--- config.mk ---
export PLATFORM = sky130hd
export DESIGN_NAME = tdpr_fifo_ctrl_flat
export DESIGN_NICKNAME = d
export VERILOG_FILES = /design/src/rtl/tdpr_fifo_ctrl_pkg.sv /design/src/rtl/tdpr_fifo_ctrl_if.sv /design/src/rtl/tdpr_fifo_ctrl_out_buf.sv /design/src/rtl/tdpr_fifo_ctrl.sv /design/src/flat_wrapper.sv
export SDC_FILE = /design/constraint.sdc
export NUM_CORES = 1
export LEC_CHECK = 0
export CORE_MARGIN = 8
export CORE_UTILIZATION = 40
export CTS_CLUSTER_SIZE = 14
export DETAILED_ROUTE_END_ITERATION = 10
export PLACE_DENSITY = 0.68
export SYNTH_ARGS = -nofsm -noshare
export SYNTH_HDL_FRONTEND = slang
export SYNTH_SLANG_ARGS = --single-unit
export TNS_END_PERCENT = 10
--- constraint.sdc ---
create_clock -name clk -period 6.4 [get_ports clk]
set_input_delay 1.28 -clock clk [delete_from_list [all_inputs] [get_ports clk]]
set_output_delay 1.28 -clock clk [all_outputs]
set_load 0.005 [all_outputs]
--- src/rtl/tdpr_fifo_ctrl_pkg.sv ---
// Shared sizing for the dual-port-RAM FIFO controller.
// Default widths, the storage depth helper and the output buffer depth.
package tdpr_pkg;

    localparam int ADDR_SIZE_DEF = 8;
    localparam int DATA_SIZE_DEF = 8;
    localparam int OUT_BUF_DEPTH = 2;

    function automatic int depth(input int addr_size);
        return 1 << addr_size;
    endfunction

endpackage

--- src/rtl/tdpr_fifo_ctrl_if.sv ---
// Write stream, read stream and RAM port signals of the FIFO controller.
// Handshakes: a word moves on a cycle where valid & ready are both high at the rising edge;
// valid never depends on ready, and ready never depends on valid.
interface tdpr_fifo_ctrl_if
    import tdpr_pkg::*;
#(
    parameter int ADDR_SIZE = ADDR_SIZE_DEF,
    parameter int DATA_SIZE = DATA_SIZE_DEF
);
    logic                   wr_valid;
    logic                   wr_ready;
    logic [DATA_SIZE-1:0]   wr_data;
    logic                   rd_valid;
    logic                   rd_ready;
    logic [DATA_SIZE-1:0]   rd_data;
    logic [ADDR_SIZE+1:0]   level;
    logic                   en_a;
    logic                   we_a;
    logic [ADDR_SIZE-1:0]   addr_a;
    logic [DATA_SIZE-1:0]   din_a;
    logic                   en_b;
    logic                   we_b;
    logic [ADDR_SIZE-1:0]   addr_b;
    logic [DATA_SIZE-1:0]   dout_b;

    modport slave (
        input  wr_valid, wr_data, rd_ready, dout_b,
        output wr_ready, rd_valid, rd_data, level,
               en_a, we_a, addr_a, din_a, en_b, we_b, addr_b
    );

    modport master (
        output wr_valid, wr_data, rd_ready, dout_b,
        input  wr_ready, rd_valid, rd_data, level,
               en_a, we_a, addr_a, din_a, en_b, we_b, addr_b
    );

endinterface

--- src/rtl/tdpr_fifo_ctrl_out_buf.sv ---
// Two-entry register FIFO that catches words landing from RAM port B.
// The caller guarantees no push into a full buffer unless it also pops.
module tdpr_out_buf
    import tdpr_pkg::*;
#(
    parameter int DATA_SIZE = DATA_SIZE_DEF
) (
    input  logic                 clk,
    input  logic                 rst_n,
    input  logic                 clr_i,
    input  logic                 push_i,
    input  logic                 pop_i,
    input  logic [DATA_SIZE-1:0] data_i,
    output logic [DATA_SIZE-1:0] data_o,
    output logic [1:0]           count_o
);
    logic [DATA_SIZE-1:0] mem_q [OUT_BUF_DEPTH];
    logic                 head_q, head_d;
    logic [1:0]           count_q, count_d;
    logic                 tail;

    // With two slots the tail is the head when empty or full, the other slot otherwise.
    assign tail    = head_q ^ count_q[0];
    assign data_o  = mem_q[head_q];
    assign count_o = count_q;

    always_comb begin
        head_d  = head_q ^ pop_i;
        count_d = count_q + {1'b0, push_i} - {1'b0, pop_i};
    end

    always_ff @(posedge clk) begin
        if (!rst_n || clr_i) begin
            head_q  <= 1'b0;
            count_q <= 2'd0;
        end else begin
            head_q  <= head_d;
            count_q <= count_d;
        end
    end

    always_ff @(posedge clk) begin
        if (push_i) begin
            mem_q[tail] <= data_i;
        end
    end

endmodule

--- src/rtl/tdpr_fifo_ctrl.sv ---
// FIFO controller using an external true dual-port RAM: port A writes, port B reads,
// and a 2-entry output buffer hides the RAM's one-cycle read latency.
module tdpr_fifo_ctrl
    import tdpr_pkg::*;
#(
    parameter int ADDR_SIZE = ADDR_SIZE_DEF,
    parameter int DATA_SIZE = DATA_SIZE_DEF
) (
    input  logic             clk,
    input  logic             rst_n,
    input  logic             flush,
    tdpr_fifo_ctrl_if.slave  bus
);
    localparam int                 DEPTH = depth(ADDR_SIZE);
    localparam logic [ADDR_SIZE:0] FULL  = (ADDR_SIZE+1)'(DEPTH);

    logic [ADDR_SIZE-1:0] wptr_q, wptr_d;
    logic [ADDR_SIZE-1:0] rptr_q, rptr_d;
    logic [ADDR_SIZE:0]   mem_count_q, mem_count_d;
    logic                 inflight_q;
    logic [1:0]           buf_count;
    logic [2:0]           occ;
    logic                 active, push, pop, issue, buf_room;

    // Reset and flush suppress all RAM traffic in the cycle they are asserted.
    assign active = rst_n & ~flush;

    assign bus.wr_ready = (mem_count_q != FULL);
    assign push         = active & bus.wr_valid & bus.wr_ready;
    assign bus.rd_valid = (buf_count != 2'd0);
    assign pop          = active & bus.rd_valid & bus.rd_ready;

    // Issue only if the word would still fit once it lands next cycle.
    always_comb begin
        occ      = {1'b0, buf_count} + {2'b0, inflight_q};
        buf_room = (occ - {2'b0, pop}) <= 3'd1;
    end
    assign issue = active & (mem_count_q != '0) & buf_room;

    assign bus.en_a   = push;
    assign bus.we_a   = push;
    assign bus.addr_a = wptr_q;
    assign bus.din_a  = bus.wr_data;
    assign bus.en_b   = issue;
    assign bus.we_b   = 1'b0;
    assign bus.addr_b = rptr_q;

    assign bus.level = (ADDR_SIZE+2)'(mem_count_q) + (ADDR_SIZE+2)'(inflight_q)
                     + (ADDR_SIZE+2)'(buf_count);

    always_comb begin
        wptr_d      = wptr_q + ADDR_SIZE'(push);
        rptr_d      = rptr_q + ADDR_SIZE'(issue);
        mem_count_d = mem_count_q + (ADDR_SIZE+1)'(push) - (ADDR_SIZE+1)'(issue);
    end

    always_ff @(posedge clk) begin
        if (!active) begin
            wptr_q      <= '0;
            rptr_q      <= '0;
            mem_count_q <= '0;
            inflight_q  <= 1'b0;
        end else begin
            wptr_q      <= wptr_d;
            rptr_q      <= rptr_d;
            mem_count_q <= mem_count_d;
            inflight_q  <= issue;
        end
    end

    tdpr_out_buf #(
        .DATA_SIZE (DATA_SIZE)
    ) u_buf (
        .clk     (clk),
        .rst_n   (rst_n),
        .clr_i   (flush),
        .push_i  (inflight_q),
        .pop_i   (pop),
        .data_i  (bus.dout_b),
        .data_o  (bus.rd_data),
        .count_o (buf_count)
    );

endmodule

--- src/flat_wrapper.sv ---
// flat-port wrapper written by rule: the top's interface ports become plain ports
module tdpr_fifo_ctrl_flat import tdpr_pkg::*;
#(
    parameter int ADDR_SIZE = ADDR_SIZE_DEF,
    parameter int DATA_SIZE = DATA_SIZE_DEF
)
  (clk, rst_n, flush, bus_wr_valid, bus_wr_data, bus_rd_ready, bus_dout_b, bus_wr_ready, bus_rd_valid, bus_rd_data, bus_level, bus_en_a, bus_we_a, bus_addr_a, bus_din_a, bus_en_b, bus_we_b, bus_addr_b);
  tdpr_fifo_ctrl_if #(.ADDR_SIZE(ADDR_SIZE), .DATA_SIZE(DATA_SIZE)) bus_i ();
  input  logic clk;
  input  logic rst_n;
  input  logic flush;
  input wire logic [$bits(bus_i.wr_valid)-1:0] bus_wr_valid;
  input wire logic [$bits(bus_i.wr_data)-1:0] bus_wr_data;
  input wire logic [$bits(bus_i.rd_ready)-1:0] bus_rd_ready;
  input wire logic [$bits(bus_i.dout_b)-1:0] bus_dout_b;
  output wire logic [$bits(bus_i.wr_ready)-1:0] bus_wr_ready;
  output wire logic [$bits(bus_i.rd_valid)-1:0] bus_rd_valid;
  output wire logic [$bits(bus_i.rd_data)-1:0] bus_rd_data;
  output wire logic [$bits(bus_i.level)-1:0] bus_level;
  output wire logic [$bits(bus_i.en_a)-1:0] bus_en_a;
  output wire logic [$bits(bus_i.we_a)-1:0] bus_we_a;
  output wire logic [$bits(bus_i.addr_a)-1:0] bus_addr_a;
  output wire logic [$bits(bus_i.din_a)-1:0] bus_din_a;
  output wire logic [$bits(bus_i.en_b)-1:0] bus_en_b;
  output wire logic [$bits(bus_i.we_b)-1:0] bus_we_b;
  output wire logic [$bits(bus_i.addr_b)-1:0] bus_addr_b;
  assign bus_i.wr_valid = bus_wr_valid;
  assign bus_i.wr_data = bus_wr_data;
  assign bus_i.rd_ready = bus_rd_ready;
  assign bus_i.dout_b = bus_dout_b;
  assign bus_wr_ready = bus_i.wr_ready;
  assign bus_rd_valid = bus_i.rd_valid;
  assign bus_rd_data = bus_i.rd_data;
  assign bus_level = bus_i.level;
  assign bus_en_a = bus_i.en_a;
  assign bus_we_a = bus_i.we_a;
  assign bus_addr_a = bus_i.addr_a;
  assign bus_din_a = bus_i.din_a;
  assign bus_en_b = bus_i.en_b;
  assign bus_we_b = bus_i.we_b;
  assign bus_addr_b = bus_i.addr_b;
  tdpr_fifo_ctrl #(.ADDR_SIZE(ADDR_SIZE), .DATA_SIZE(DATA_SIZE)) u_core (.clk(clk), .rst_n(rst_n), .flush(flush), .bus(bus_i));
endmodule
==> results_dict.tcl <==
set metrics [dict create \
    status "complete, no violations" \
    skew_ns 0.00488 \
    period_share 0.840 \
    syn_area_um2 2530 \
    synthCells 254 \
    critPathMaxFanout 7 \
    ys_ff_latch 45 \
    die_y_um 95.6 \
    critPathSlowestCell "fa_1" \
    die_w_um 95.6 \
    drt-initial-drc-count 44 \
    vias 1831 \
    setup_viol 0 \
    endpoint_kind "output port" \
    clk_latency_ns 0.29 \
    maxCapViolCount 0 \
    cts_setup_buffers 0 \
    holdWs_ns 0.484 \
    grt_pass1_vias 1779 \
    tns_ns 0 \
    p_per_area_nw_per_um2 287 \
    antennaDiodeCount 0 \
    clock_sinks 45 \
    arrival_ns 4.10 \
    htreeDepth 2 \
    grt_max_degree 22 \
    port_buffers 51 \
    drt_wl_total_um 5030 \
    clk_path_buf_depth 2 \
    slew_headroom 0.543 \
    crit_chain "clkdlybuf4s50_1 -> nand2b_1 -> nor2_1 -> ha_1 -> inv_1 -> ha_1 -> fa_1 -> nor3_2 -> nand2_1 -> inv_1 -> clkdlybuf4s50_1" \
    slew_viol_final 0 \
    io_pins 69 \
    track_usage 0.114 \
    final_common_cell "clkdlybuf4s50_1" \
    worst_pin_slew_ns 0.684 \
    drtAntennaViolNets 0 \
    final_util 0.508 \
    critical-path-max-stage-delay_ns 0.51 \
    dieArea_um2 9140 \
    gp_congestion 0.833 \
    ys_warn_count 0 \
    crit_family "buffers and inverters" \
    crit_path_start_kind "primary input" \
    num_rows 29 \
    layout-drive-gt1-share 0.0702 \
    cts_resized 0 \
    max-vdd-ir-drop_mv 0.151 \
    synth.avg_cell_area_um2 9.98 \
    syn_nets 302 \
    final_cell_mix "51 x clkdlybuf4s50_1, 29 x dfxtp_1, 23 x ha_1" \
    finalHoldViolCount 0 \
    cts_tree "built" \
    grt-ovfl-total 0 \
    drc 0 \
    layout.nets 346 \
    coreArea_um2 6240 \
    n_fill_cell 608 \
    hold_path.class "flip-flop to flip-flop" \
    synth_cell_types 41 \
    yosysSeqAreaShare 0.419 \
    hold_buffers 0 \
    leakage_nw 1.28 \
    rsz0062_at_grt "no" \
    grt_pass1_wl_um 8240 \
    path_buf_inv 4 \
    rrSetupSlack_ns 2.18 \
    viasPerCell 4.87 \
    start_util 0.406 \
    path_clk_slew_ns 0.08 \
    critPathKind "primary input to output port" \
    place_hpwl_um 3910 \
    firstDrtPassIters 4 \
    cp_data_required_time_ns 5.12 \
    antenna_found_initial 0 \
    period_needed_ns 5.38 \
    clock-root-buffer "clkbuf_8" \
    timing.fmax_ghz 0.186 \
    area_delta_synth_final_pct 25.0 \
    numCtsBuffers 5 \
    drt-wirelength-per-cell_um 13.4 \
]
## cells by family (layout without fill, tap and decap cells)
family / after synthesis / in the layout / share of synthesized area
other: 1 / 1 / 0.00148
AOI/OAI and AO/OA: 19 / 19 / 0.0508
muxes: 13 / 13 / 0.0553
buffers and inverters: 37 / 82 / 0.0696
adders and majority gates: 27 / 27 / 0.145
and+or+nand+nor: 93 / 93 / 0.193
xor gates and xnor gates: 19 / 19 / 0.0656
DFF: 45 / 45 / 0.419
## cell type report
class	instances	area [um2]	share of cell area
Multi-Input combinational cell	172	1300	0.409
Sequential cell	45	1060	0.335
Timing Repair Buffer	53	526	0.166
Tap cell	77	96.3	0.0304
Inverter	21	78.8	0.0249
Clock buffer	6	76.3	0.0241
Clock inverter	2	33.8	0.0107
## worst paths after layout
path | start | cells after the start | endpoint
worst max register to register | u_core.u_buf.count_o[1] | 17 | u_core.mem_count_q[8]
worst min-delay path | u_core.bus.addr_b[7] | 2 | u_core.bus.addr_b[7]
worst min register to register | u_core.bus.addr_b[7] | 2 | u_core.bus.addr_b[7]
worst max-delay path | flush | 11 | bus_en_b
## routing by layer
layer	up-vias	share of wire	track usage
met5	-	0	0
met4	0	0.018	0.0448
met3	9	0.071	0.0339
met2	48	0.46	0.187
met1	838	0.45	0.136
li1	936	-	-
## sequential cells by signal (all words and copies together), names as in the netlist
name and flops:
u_core.bus.addr_a 8, u_core.bus.addr_b 8, u_core.inflight_q 1, u_core.u_buf.head_q 1
u_core.u_buf.mem_q 16, u_core.mem_count_q 9, u_core.u_buf.count_o 2
## synth_stat cells
| library cell | count | area [um2] |
|---|---|---|
| a211oi_1 | 2 | 15.0 |
| a21oi_1 | 4 | 20.0 |
| a221o_1 | 1 | 10.0 |
| a221oi_1 | 1 | 8.76 |
| a22oi_1 | 1 | 7.51 |
| a311oi_1 | 1 | 8.76 |
| and2_1 | 7 | 43.8 |
| and3_1 | 5 | 31.3 |
| and4_1 | 1 | 8.76 |
| buf_4 | 10 | 75.1 |
| clkbuf_1 | 6 | 22.5 |
| conb_1 | 1 | 3.75 |
| dfxtp_1 | 29 | 581 |
| edfxtp_1 | 16 | 480 |
| fa_1 | 4 | 80.1 |
| ha_1 | 23 | 288 |
| inv_1 | 21 | 78.8 |
| mux2_2 | 8 | 90.1 |
| mux2i_1 | 5 | 50.1 |
| nand2_1 | 13 | 48.8 |
| nand2b_1 | 5 | 31.3 |
| nand3_1 | 12 | 60.1 |
| nand4_1 | 3 | 18.8 |
| nor2_1 | 21 | 78.8 |
| nor2b_1 | 7 | 43.8 |
| nor3_1 | 4 | 20.0 |
| nor3_2 | 1 | 10.0 |
| nor3b_1 | 1 | 7.51 |
| o211ai_1 | 1 | 7.51 |
| o21a_1 | 1 | 7.51 |
| o21ai_0 | 3 | 15.0 |
| o21ai_1 | 1 | 5.00 |
| o21bai_1 | 1 | 7.51 |
| o22ai_1 | 1 | 6.26 |
| o311a_1 | 1 | 10.0 |
| or2_2 | 3 | 18.8 |
| or3_1 | 6 | 37.5 |
| or3b_1 | 1 | 8.76 |
| or4_1 | 3 | 22.5 |
| xnor2_1 | 10 | 87.6 |
| xor2_1 | 9 | 78.8 |
## where the power goes
part           internal [mW]  total [mW]  leakage, nW  switching [mW]
clock network          0.119       0.210       0.0563          0.0905
logic                  0.178       0.349        0.839           0.171
registers              0.327       0.351        0.381          0.0249
## metrics by stage
stage / cell area [um2] / instances / power [mW] / setup slack (ns)
finish: 3170 / 376 / 0.911 / 1.02
global route: 3170 / 376 / 0.979 / 0.782
CTS: 3170 / 376 / 0.923 / 1.02
detailed placement: 3060 / 368 / 0.709 / 1.03
global placement: 3060 / 368 / 0.705 / 1.09
floorplan: 2530 / 254 / 0.590 / 1.29
## worst min-delay path, cell delays in order (launching register included)
cell     delay, ns
dfxtp_1       0.33
nand2_1       0.06
mux2i_1       0.06
Note: power is estimated with default switching activity, not from simulation.
